<file path="config.mk">
export PLATFORM = sky130hd
export DESIGN_NAME = psu_seq
export DESIGN_NICKNAME = d
export VERILOG_FILES = /design/src/rtl/psu_seq_pkg.sv /design/src/rtl/psu_opq.sv /design/src/rtl/psu_seq.sv
export SDC_FILE = /design/constraint.sdc
export NUM_CORES = 1
export LEC_CHECK = 0
export ABC_AREA = 0
export ABC_CLOCK_PERIOD_IN_PS = 1850
export BUFFER_PORTS_ARGS = -buffer_cell sky130_fd_sc_hd__buf_2
export CAP_MARGIN = 20
export CORE_MARGIN = 2
export CORE_UTILIZATION = 44
export DETAILED_ROUTE_END_ITERATION = 16
export HOLD_SLACK_MARGIN = 0.08
export PLACE_DENSITY = 0.68
export SYNTH_ARGS = -nofsm -noshare
export SYNTH_HDL_FRONTEND = slang
export SYNTH_SLANG_ARGS = --single-unit
</file>
<file path="constraint.sdc">
create_clock -name clk -period 1.85 [get_ports clk]
set_input_delay 0.0925 -clock clk [delete_from_list [all_inputs] [get_ports clk]]
set_output_delay 0.0925 -clock clk [all_outputs]
set_load 0.01 [all_outputs]
</file>
<file path="src/rtl/psu_seq_pkg.sv">
// Shared widths, opcode encodings and the PSU state type for the PSU sequencer.
package psu_seq_pkg;

  localparam int NUM_QB     = 8;
  localparam int NUM_QBCTRL = 4;
  localparam int NUM_UC     = 2;
  localparam int NUM_UCC    = 1;
  localparam int CODE_DIST  = 3;
  localparam int OPCODE_BW  = 4;
  localparam int IDLEN_BW   = 4;
  localparam int ROUND_BW   = 4;
  localparam int QDEPTH     = 4;

  localparam int QBADDR_BW  = (NUM_QB > 1) ? $clog2(NUM_QB) : 1;
  localparam int UCADDR_BW  = (NUM_UC > 1) ? $clog2(NUM_UC) : 1;
  localparam int QCNT_BW    = $clog2(QDEPTH) + 1;

  typedef enum logic [OPCODE_BW-1:0] {
    OP_NOP     = 4'd0,
    OP_LQI     = 4'd1,
    OP_LQM_X   = 4'd2,
    OP_LQM_Z   = 4'd3,
    OP_MERGE   = 4'd4,
    OP_SPLIT   = 4'd5,
    OP_RUN_ESM = 4'd6
  } psu_opcode_e;

  localparam logic [OPCODE_BW-1:0] OPCODE_NOP = OP_NOP;

  typedef enum logic {
    PSU_READY   = 1'b0,
    PSU_RUNNING = 1'b1
  } psu_state_e;

  typedef struct packed {
    logic [OPCODE_BW-1:0] opcode;
    logic [IDLEN_BW-1:0]  id_len;
  } opq_entry_t;

  // A zero patch count still means one patch to the datapath.
  function automatic logic [IDLEN_BW-1:0] present_id_len(input logic [IDLEN_BW-1:0] raw);
    return (raw == '0) ? IDLEN_BW'(1) : raw;
  endfunction

endpackage

</file>
<file path="src/rtl/psu_opq.sv">
// PSU opcode queue: synchronous FIFO with occupancy count.
// 1-cycle push-to-head latency; in_rdy_o drops when full, pop on empty is ignored.
module psu_opq #(
  parameter int W     = 8,
  parameter int DEPTH = 4
) (
  input  logic                     clk,
  input  logic                     rst_n,
  input  logic                     in_vld_i,
  output logic                     in_rdy_o,
  input  logic [W-1:0]             in_dat_i,
  input  logic                     out_rdy_i,
  output logic [W-1:0]             out_dat_o,
  output logic [$clog2(DEPTH):0]   count_o
);

  localparam int AW = $clog2(DEPTH);
  localparam logic [AW:0] FULL = (AW+1)'(DEPTH);

  logic [W-1:0]  mem_q [DEPTH];
  logic [AW-1:0] wr_ptr_q, wr_ptr_d;
  logic [AW-1:0] rd_ptr_q, rd_ptr_d;
  logic [AW:0]   count_q, count_d;
  logic          push, pop;

  assign in_rdy_o  = (count_q != FULL);
  assign push      = in_vld_i & in_rdy_o;
  assign pop       = out_rdy_i & (count_q != '0);
  assign out_dat_o = mem_q[rd_ptr_q];
  assign count_o   = count_q;

  always_comb begin
    wr_ptr_d = push ? wr_ptr_q + 1'b1 : wr_ptr_q;
    rd_ptr_d = pop  ? rd_ptr_q + 1'b1 : rd_ptr_q;
    count_d  = count_q;
    case ({push, pop})
      2'b10:   count_d = count_q + 1'b1;
      2'b01:   count_d = count_q - 1'b1;
      default: count_d = count_q;
    endcase
  end

  always_ff @(posedge clk or negedge rst_n) begin
    if (!rst_n) begin
      wr_ptr_q <= '0;
      rd_ptr_q <= '0;
      count_q  <= '0;
    end else begin
      wr_ptr_q <= wr_ptr_d;
      rd_ptr_q <= rd_ptr_d;
      count_q  <= count_d;
    end
  end

  // Storage needs no reset: the count gates every read.
  always_ff @(posedge clk) begin
    if (push) mem_q[wr_ptr_q] <= in_dat_i;
  end

endmodule

</file>
<file path="src/rtl/psu_seq.sv">
// PSU sequencer: opcode queue, sweep counters and state register driven by decoder next_* pulses.
// Counters/state update 1 cycle after their pulse; done is a 1-cycle pulse after retire; in_ready=0 when queue full.
module psu_seq
  import psu_seq_pkg::*;
(
  input  logic                 clk,
  input  logic                 rst_n,
  input  logic [OPCODE_BW-1:0] in_opcode,
  input  logic [IDLEN_BW-1:0]  in_id_len,
  input  logic                 in_valid,
  output logic                 in_ready,
  input  logic                 next_uc,
  input  logic                 next_pch,
  input  logic                 next_id,
  input  logic                 next_round,
  input  logic                 next_opcode,
  input  logic                 next_state,
  output logic                 psu_valid,
  output logic [OPCODE_BW-1:0] opcode_running,
  output logic [IDLEN_BW-1:0]  id_len,
  output logic                 state,
  output logic [QBADDR_BW-1:0] qb_counter0,
  output logic [UCADDR_BW-1:0] uc_counter0,
  output logic [IDLEN_BW-1:0]  id_counter,
  output logic [ROUND_BW-1:0]  round_counter,
  output logic                 done_valid,
  output logic [OPCODE_BW-1:0] done_opcode,
  output logic                 err_underflow
);

  localparam logic [QBADDR_BW:0] QB_STRIDE = (QBADDR_BW+1)'(NUM_QBCTRL);
  localparam logic [QBADDR_BW:0] QB_WRAP   = (QBADDR_BW+1)'(NUM_QB);
  localparam logic [UCADDR_BW:0] UC_STRIDE = (UCADDR_BW+1)'(NUM_UCC);
  localparam logic [UCADDR_BW:0] UC_WRAP   = (UCADDR_BW+1)'(NUM_UC);

  opq_entry_t           in_entry, head;
  logic [QCNT_BW-1:0]   opq_count;
  logic                 pop;

  psu_state_e           state_q, state_d;
  logic [QBADDR_BW-1:0] qb_q, qb_d, qb_step;
  logic [UCADDR_BW-1:0] uc_q, uc_d, uc_step;
  logic [IDLEN_BW-1:0]  id_q, id_d;
  logic [ROUND_BW-1:0]  round_q, round_d;
  logic [QBADDR_BW:0]   qb_sum;
  logic [UCADDR_BW:0]   uc_sum;
  logic                 done_vld_q, done_vld_d;
  logic [OPCODE_BW-1:0] done_op_q, done_op_d;
  logic                 err_q, err_d;

  assign in_entry = '{opcode: in_opcode, id_len: in_id_len};

  psu_opq #(
    .W     ($bits(opq_entry_t)),
    .DEPTH (QDEPTH)
  ) u_opq (
    .clk       (clk),
    .rst_n     (rst_n),
    .in_vld_i  (in_valid),
    .in_rdy_o  (in_ready),
    .in_dat_i  (in_entry),
    .out_rdy_i (pop),
    .out_dat_o (head),
    .count_o   (opq_count)
  );

  assign psu_valid      = (opq_count != '0);
  assign pop            = next_opcode & psu_valid;
  assign opcode_running = psu_valid ? head.opcode : OPCODE_NOP;
  assign id_len         = psu_valid ? present_id_len(head.id_len) : '0;

  // Sweep bases fold back to zero rather than wrapping through the address width.
  assign qb_sum  = {1'b0, qb_q} + QB_STRIDE;
  assign uc_sum  = {1'b0, uc_q} + UC_STRIDE;
  assign qb_step = (qb_sum >= QB_WRAP) ? '0 : qb_sum[QBADDR_BW-1:0];
  assign uc_step = (uc_sum >= UC_WRAP) ? '0 : uc_sum[UCADDR_BW-1:0];

  always_comb begin
    state_d    = next_state ? PSU_RUNNING : PSU_READY;
    qb_d       = qb_q;
    uc_d       = uc_q;
    id_d       = id_q;
    round_d    = round_q;
    done_vld_d = pop;
    done_op_d  = pop ? head.opcode : OPCODE_NOP;
    err_d      = err_q | (next_opcode & ~psu_valid);
    if (state_q == PSU_RUNNING && psu_valid) begin
      qb_d = next_uc ? '0 : qb_step;
      if (next_pch)     uc_d = '0;
      else if (next_uc) uc_d = uc_step;
      if (next_round)   id_d = '0;
      else if (next_id) id_d = (id_q == '1) ? id_q : id_q + 1'b1;
      if (next_opcode)     round_d = '0;
      else if (next_round) round_d = (round_q == '1) ? round_q : round_q + 1'b1;
    end
  end

  always_ff @(posedge clk or negedge rst_n) begin
    if (!rst_n) begin
      state_q    <= PSU_READY;
      qb_q       <= '0;
      uc_q       <= '0;
      id_q       <= '0;
      round_q    <= '0;
      done_vld_q <= 1'b0;
      done_op_q  <= '0;
      err_q      <= 1'b0;
    end else begin
      state_q    <= state_d;
      qb_q       <= qb_d;
      uc_q       <= uc_d;
      id_q       <= id_d;
      round_q    <= round_d;
      done_vld_q <= done_vld_d;
      done_op_q  <= done_op_d;
      err_q      <= err_d;
    end
  end

  assign state         = state_q;
  assign qb_counter0   = qb_q;
  assign uc_counter0   = uc_q;
  assign id_counter    = id_q;
  assign round_counter = round_q;
  assign done_valid    = done_vld_q;
  assign done_opcode   = done_op_q;
  assign err_underflow = err_q;

endmodule

</file>
==> implementation parameters <==
Parameter                              Value

Layout
  End-of-flow core utilization ... 57.1%
  Layout Area Growth over Synthesis ... 26.8%
  Final Instance Count excl. Fillers ... 307
  Layout cell share with drive strength beyond 1 ... 39.1%
  Post-layout nets ... 259
  Layout fillers ... 457
  Number of inserted diodes ... 0

Detailed routing
  Post-route DRC violation count ... 0
  Vias post-DR ... 1,543
  Total length of routed wires ... 4.27 mm
  Antenna viol nets, final ... 0
  Initial DRC Count ... 78
  Detail-routed net length per standard cell ... 13.9 um
  Number of vias per cell after detailed routing ... 5.03
  Drt first pass iters ... 4

Global routing
  Maximum number of pins on one net before global-route repair ... 25
  Global Route Usage Sum ... 14.9%
  Total gr overflow ... 0
  First-pass GRT wire length ... 6.98 mm
  Vias in the first global route ... 1,463
  Initial antenna violation count ... 0

Placement
  Estimated wirelength of the detail-placed design ... 3.00 mm
  Buffers added on ports ... 43
  Placed Cells incl. Taps ... 282
  Routability congestion estimate ... 0.695

Synthesis
  Unique masters post-synth ... 43
  Cells taking the most area after synthesis ... sky130_fd_sc_hd__edfxtp_1 39%, sky130_fd_sc_hd__dfrtp_1 24%, sky130_fd_sc_hd__mux4_2 7.3%
  Summed instance area of the synthesized netlist ... 2460 um^2
  Syn. warnings ... 0
  Register bit total from synthesis ... 56
  Part of the Yosys area used for sequential elements ... 63.4%
  Top cell type's share of synthesized area ... 39.0%
  Synthesized instance count ... 161
  Biggest area consumer among synthesized cells ... sky130_fd_sc_hd__edfxtp_1
  Average cell area after synthesis ... 15.3 um^2

Timing
  Hold WS ... 0.111 ns
  Worst slew margin ... 63.5%
  Upper clock frequency limit ... 510 MHz
  RSZ-0062 raised after global routing ... yes
  Final hold violation count ... 0
  Setup Viol. Count Final ... 2
  Worst clock skew ... 0.0102 ns
  Slew at the pin closest to its max-slew limit ... 0.547 ns
  Final WS setup ... -0.112 ns
  Ratio of final minimum period to clock period ... 106%
  Number of max-slew violations in the final report ... 0
  Tmin final ... 1.96 ns

Die
  Initial Utilization ... 45.0%
  Die Height ... 78.8 um
  Die area ... 6220 um^2
  Die outline width ... 78.8 um
  I/O pin count ... 46
  Number of placement rows ... 27
  Core Footprint ... 5470 um^2

Clock tree
  Cell at the root of the clock tree ... sky130_fd_sc_hd__clkbuf_8
  Number of buffers created by CTS ... 5
  Clock-pin slew on the worst setup and hold paths ... 0.10 ns
  Number of H-tree levels ... 2
  Clk_lat worst skew ... 0.30 ns
  Number of sinks handled by clock tree synthesis ... 56
  Deepest clock path buffer count ... 2
  CTS tree ... done

Status
  Status ... complete, but fails checks
  Violations in the final reports ... negative setup slack

Worst setup path
  Kind of end point of the critical path ... flip-flop
  Kind of critical path ... reg2reg
  CP Launch Type ... flip-flop
  Critical-path maximum fanout ... 3
  Required arrival time at the worst endpoint ... 2.07 ns
  Endpoint arrival time on the critical path ... 2.18 ns

Pwr
  Worst supply voltage drop on vdd ... 0.613 mV
  Power density over the cells ... 1500 nW/um^2
  Overall power after layout ... 4670 uW
  Lkg Pwr ... 0.00134 uW

Hold path
  Class of the tightest hold or removal check ... in2reg

Run
  Maximum Capacitance Violations ... 0
synth_stat cells (all sizes together):
master   n
a211o    2
a21o     1
a22o     1
and2     9
and2b    1
and3     8
and4b    2
buf      4
clkbuf   3
conb     1
dfrtp   24
edfxtp  32
fa       1
ha       7
inv      8
mux2     5
mux2i    1
mux4     8
nand2b   4
nand3    3
nand3b   2
nor2     5
nor2b    1
nor3     4
nor3b    2
nor4     2
o211ai   2
o21a     1
o21ai    1
o21bai   1
o31ai    3
or3      5
or3b     1
xnor2    3
xor2     3
per-stage QoR:
| stage | TNS [ns] | setup slack [ns] | cell area, um^2 |
|---|---|---|---|
| finish | -0.135 | -0.112 | 3120 |
| global route | -0.455 | -0.229 | 3120 |
| CTS | -0.138 | -0.117 | 3070 |
| detailed placement | -0.115 | -0.115 | 2840 |
| global placement | -0.0691 | -0.0691 | 2840 |
| floorplan | -0.205 | -0.157 | 2480 |
cell families (layout without fill, tap and decap cells):
kind of cell	count (synthesis)	count (layout)	share of synthesized area (%)
flops	56	56	63.4
simple gates	49	49	13.0
other cells	1	2	0.152
fa+ha+maj	8	8	4.37
compound gates	12	12	3.91
mux	14	14	10.2
xor+xnor	6	6	2.13
buf+inv	15	88	2.94
layout by cell type, fill, tap and decap left out, types with 2 or more instances in the layout:
cell type / Yosys / routed
sky130_fd_sc_hd__a211o_1: 2 / 2
sky130_fd_sc_hd__and2_1: 8 / 4
sky130_fd_sc_hd__and2_4: 1 / 5
sky130_fd_sc_hd__and3_1: 8 / 8
sky130_fd_sc_hd__buf_2: 1 / 40
sky130_fd_sc_hd__buf_4: 2 / 16
sky130_fd_sc_hd__buf_6: 1 / 5
sky130_fd_sc_hd__clkbuf_8: 0 / 5
sky130_fd_sc_hd__conb_1: 1 / 2
sky130_fd_sc_hd__dfrtp_1: 24 / 23
sky130_fd_sc_hd__dlygate4sd3_1: 0 / 11
sky130_fd_sc_hd__edfxtp_1: 32 / 32
sky130_fd_sc_hd__ha_1: 7 / 6
sky130_fd_sc_hd__inv_1: 7 / 6
sky130_fd_sc_hd__inv_2: 1 / 2
sky130_fd_sc_hd__mux2_1: 4 / 4
sky130_fd_sc_hd__mux4_2: 8 / 8
sky130_fd_sc_hd__nand2b_1: 4 / 4
sky130_fd_sc_hd__nand3_1: 3 / 3
sky130_fd_sc_hd__nand3b_1: 2 / 2
sky130_fd_sc_hd__nor2_1: 5 / 5
sky130_fd_sc_hd__nor3_2: 2 / 2
sky130_fd_sc_hd__nor3b_1: 2 / 2
sky130_fd_sc_hd__nor4_1: 2 / 2
sky130_fd_sc_hd__o211ai_1: 2 / 2
sky130_fd_sc_hd__o31ai_1: 2 / 2
sky130_fd_sc_hd__or3_1: 5 / 5
sky130_fd_sc_hd__xnor2_1: 3 / 3
sky130_fd_sc_hd__xor2_1: 3 / 3
where the power goes:
| group | switching, uW | internal [uW] | total [uW] |
|---|---|---|---|
| Sequential | 254 | 1720 | 1970 |
| Combinational | 920 | 1160 | 2080 |
| Clock | 363 | 263 | 626 |
| Total | 1540 | 3140 | 4670 |
per-layer routing:
metal | up-vias | GRT usage, % | routed length [um]
met5 | - | 0 | 0
met4 | 0 | 5.86 | 43
met3 | 2 | 3.07 | 150
met2 | 33 | 24.6 | 2250
met1 | 771 | 19.4 | 1820
li1 | 737 | - | -
worst max-delay path, stage by stage (launching register included):
cell and delay, ns:
sky130_fd_sc_hd__dfrtp_1 0.40, sky130_fd_sc_hd__or3b_4 0.40, sky130_fd_sc_hd__and2_4 0.15, sky130_fd_sc_hd__inv_2 0.06, sky130_fd_sc_hd__ha_4 0.13, sky130_fd_sc_hd__inv_2 0.03
sky130_fd_sc_hd__fa_2 0.32, sky130_fd_sc_hd__xor2_1 0.14, sky130_fd_sc_hd__nor2_1 0.11, sky130_fd_sc_hd__xor2_1 0.16
registers in the layout, indices dropped and copies added, names as in the netlist:
name	flops
done_opcode	4
done_valid	1
err_underflow	1
id_counter	4
qb_counter0	1
round_counter	4
state	1
u_opq.count_o	3
u_opq.mem_q	32
u_opq.rd_ptr_q	2
u_opq.wr_ptr_q	2
uc_counter0	1
worst paths after layout:
| kind | from | slack (ns) | endpoint | depth (start not counted) |
|---|---|---|---|---|
| worst max-delay path | u_opq.count_o[1]$_DFFE_PN0P_ | -0.11 | u_opq.count_o[2]$_DFFE_PN0P_ | 9 |
| worst min-delay path | next_uc | 0.11 | qb_counter0[2]$_DFFE_PN0P_ | 3 |
| worst max register to register | u_opq.count_o[1]$_DFFE_PN0P_ | -0.11 | u_opq.count_o[2]$_DFFE_PN0P_ | 9 |
| worst min register to register | err_underflow$_DFF_PN0_ | 0.49 | err_underflow$_DFF_PN0_ | 1 |
| max in group asynchronous | rst_n | 1.14 | u_opq.rd_ptr_q[0]$_DFFE_PN0P_ | 2 |
| min in group asynchronous | rst_n | 0.31 | done_opcode[0]$_DFF_PN0_ | 2 |
area by class of cell:
type / count / area (um^2) / share of cell area (%)
clock buffer: 6 / 72.6 / 2.32
multi-input combinational: 91 / 871 / 27.9
timing repair buffer: 72 / 487 / 15.6
sequential: 56 / 1560 / 50.0
clock inverter: 2 / 11.3 / 0.360
inverter: 8 / 30.0 / 0.961
tap: 72 / 90.1 / 2.88
repair_timing:
action / 4_1_cts / 5_1_grt
hold buffers: 11 / 0
endpoints found under the setup margin: 9 / 7
gates resized for setup: 5 / 7
setup buffers: 3 / 3
pin swaps: 3 / 6
endpoints found under the hold margin: 58 / 0
No activity file was read; power rests on OpenSTA's default activity.
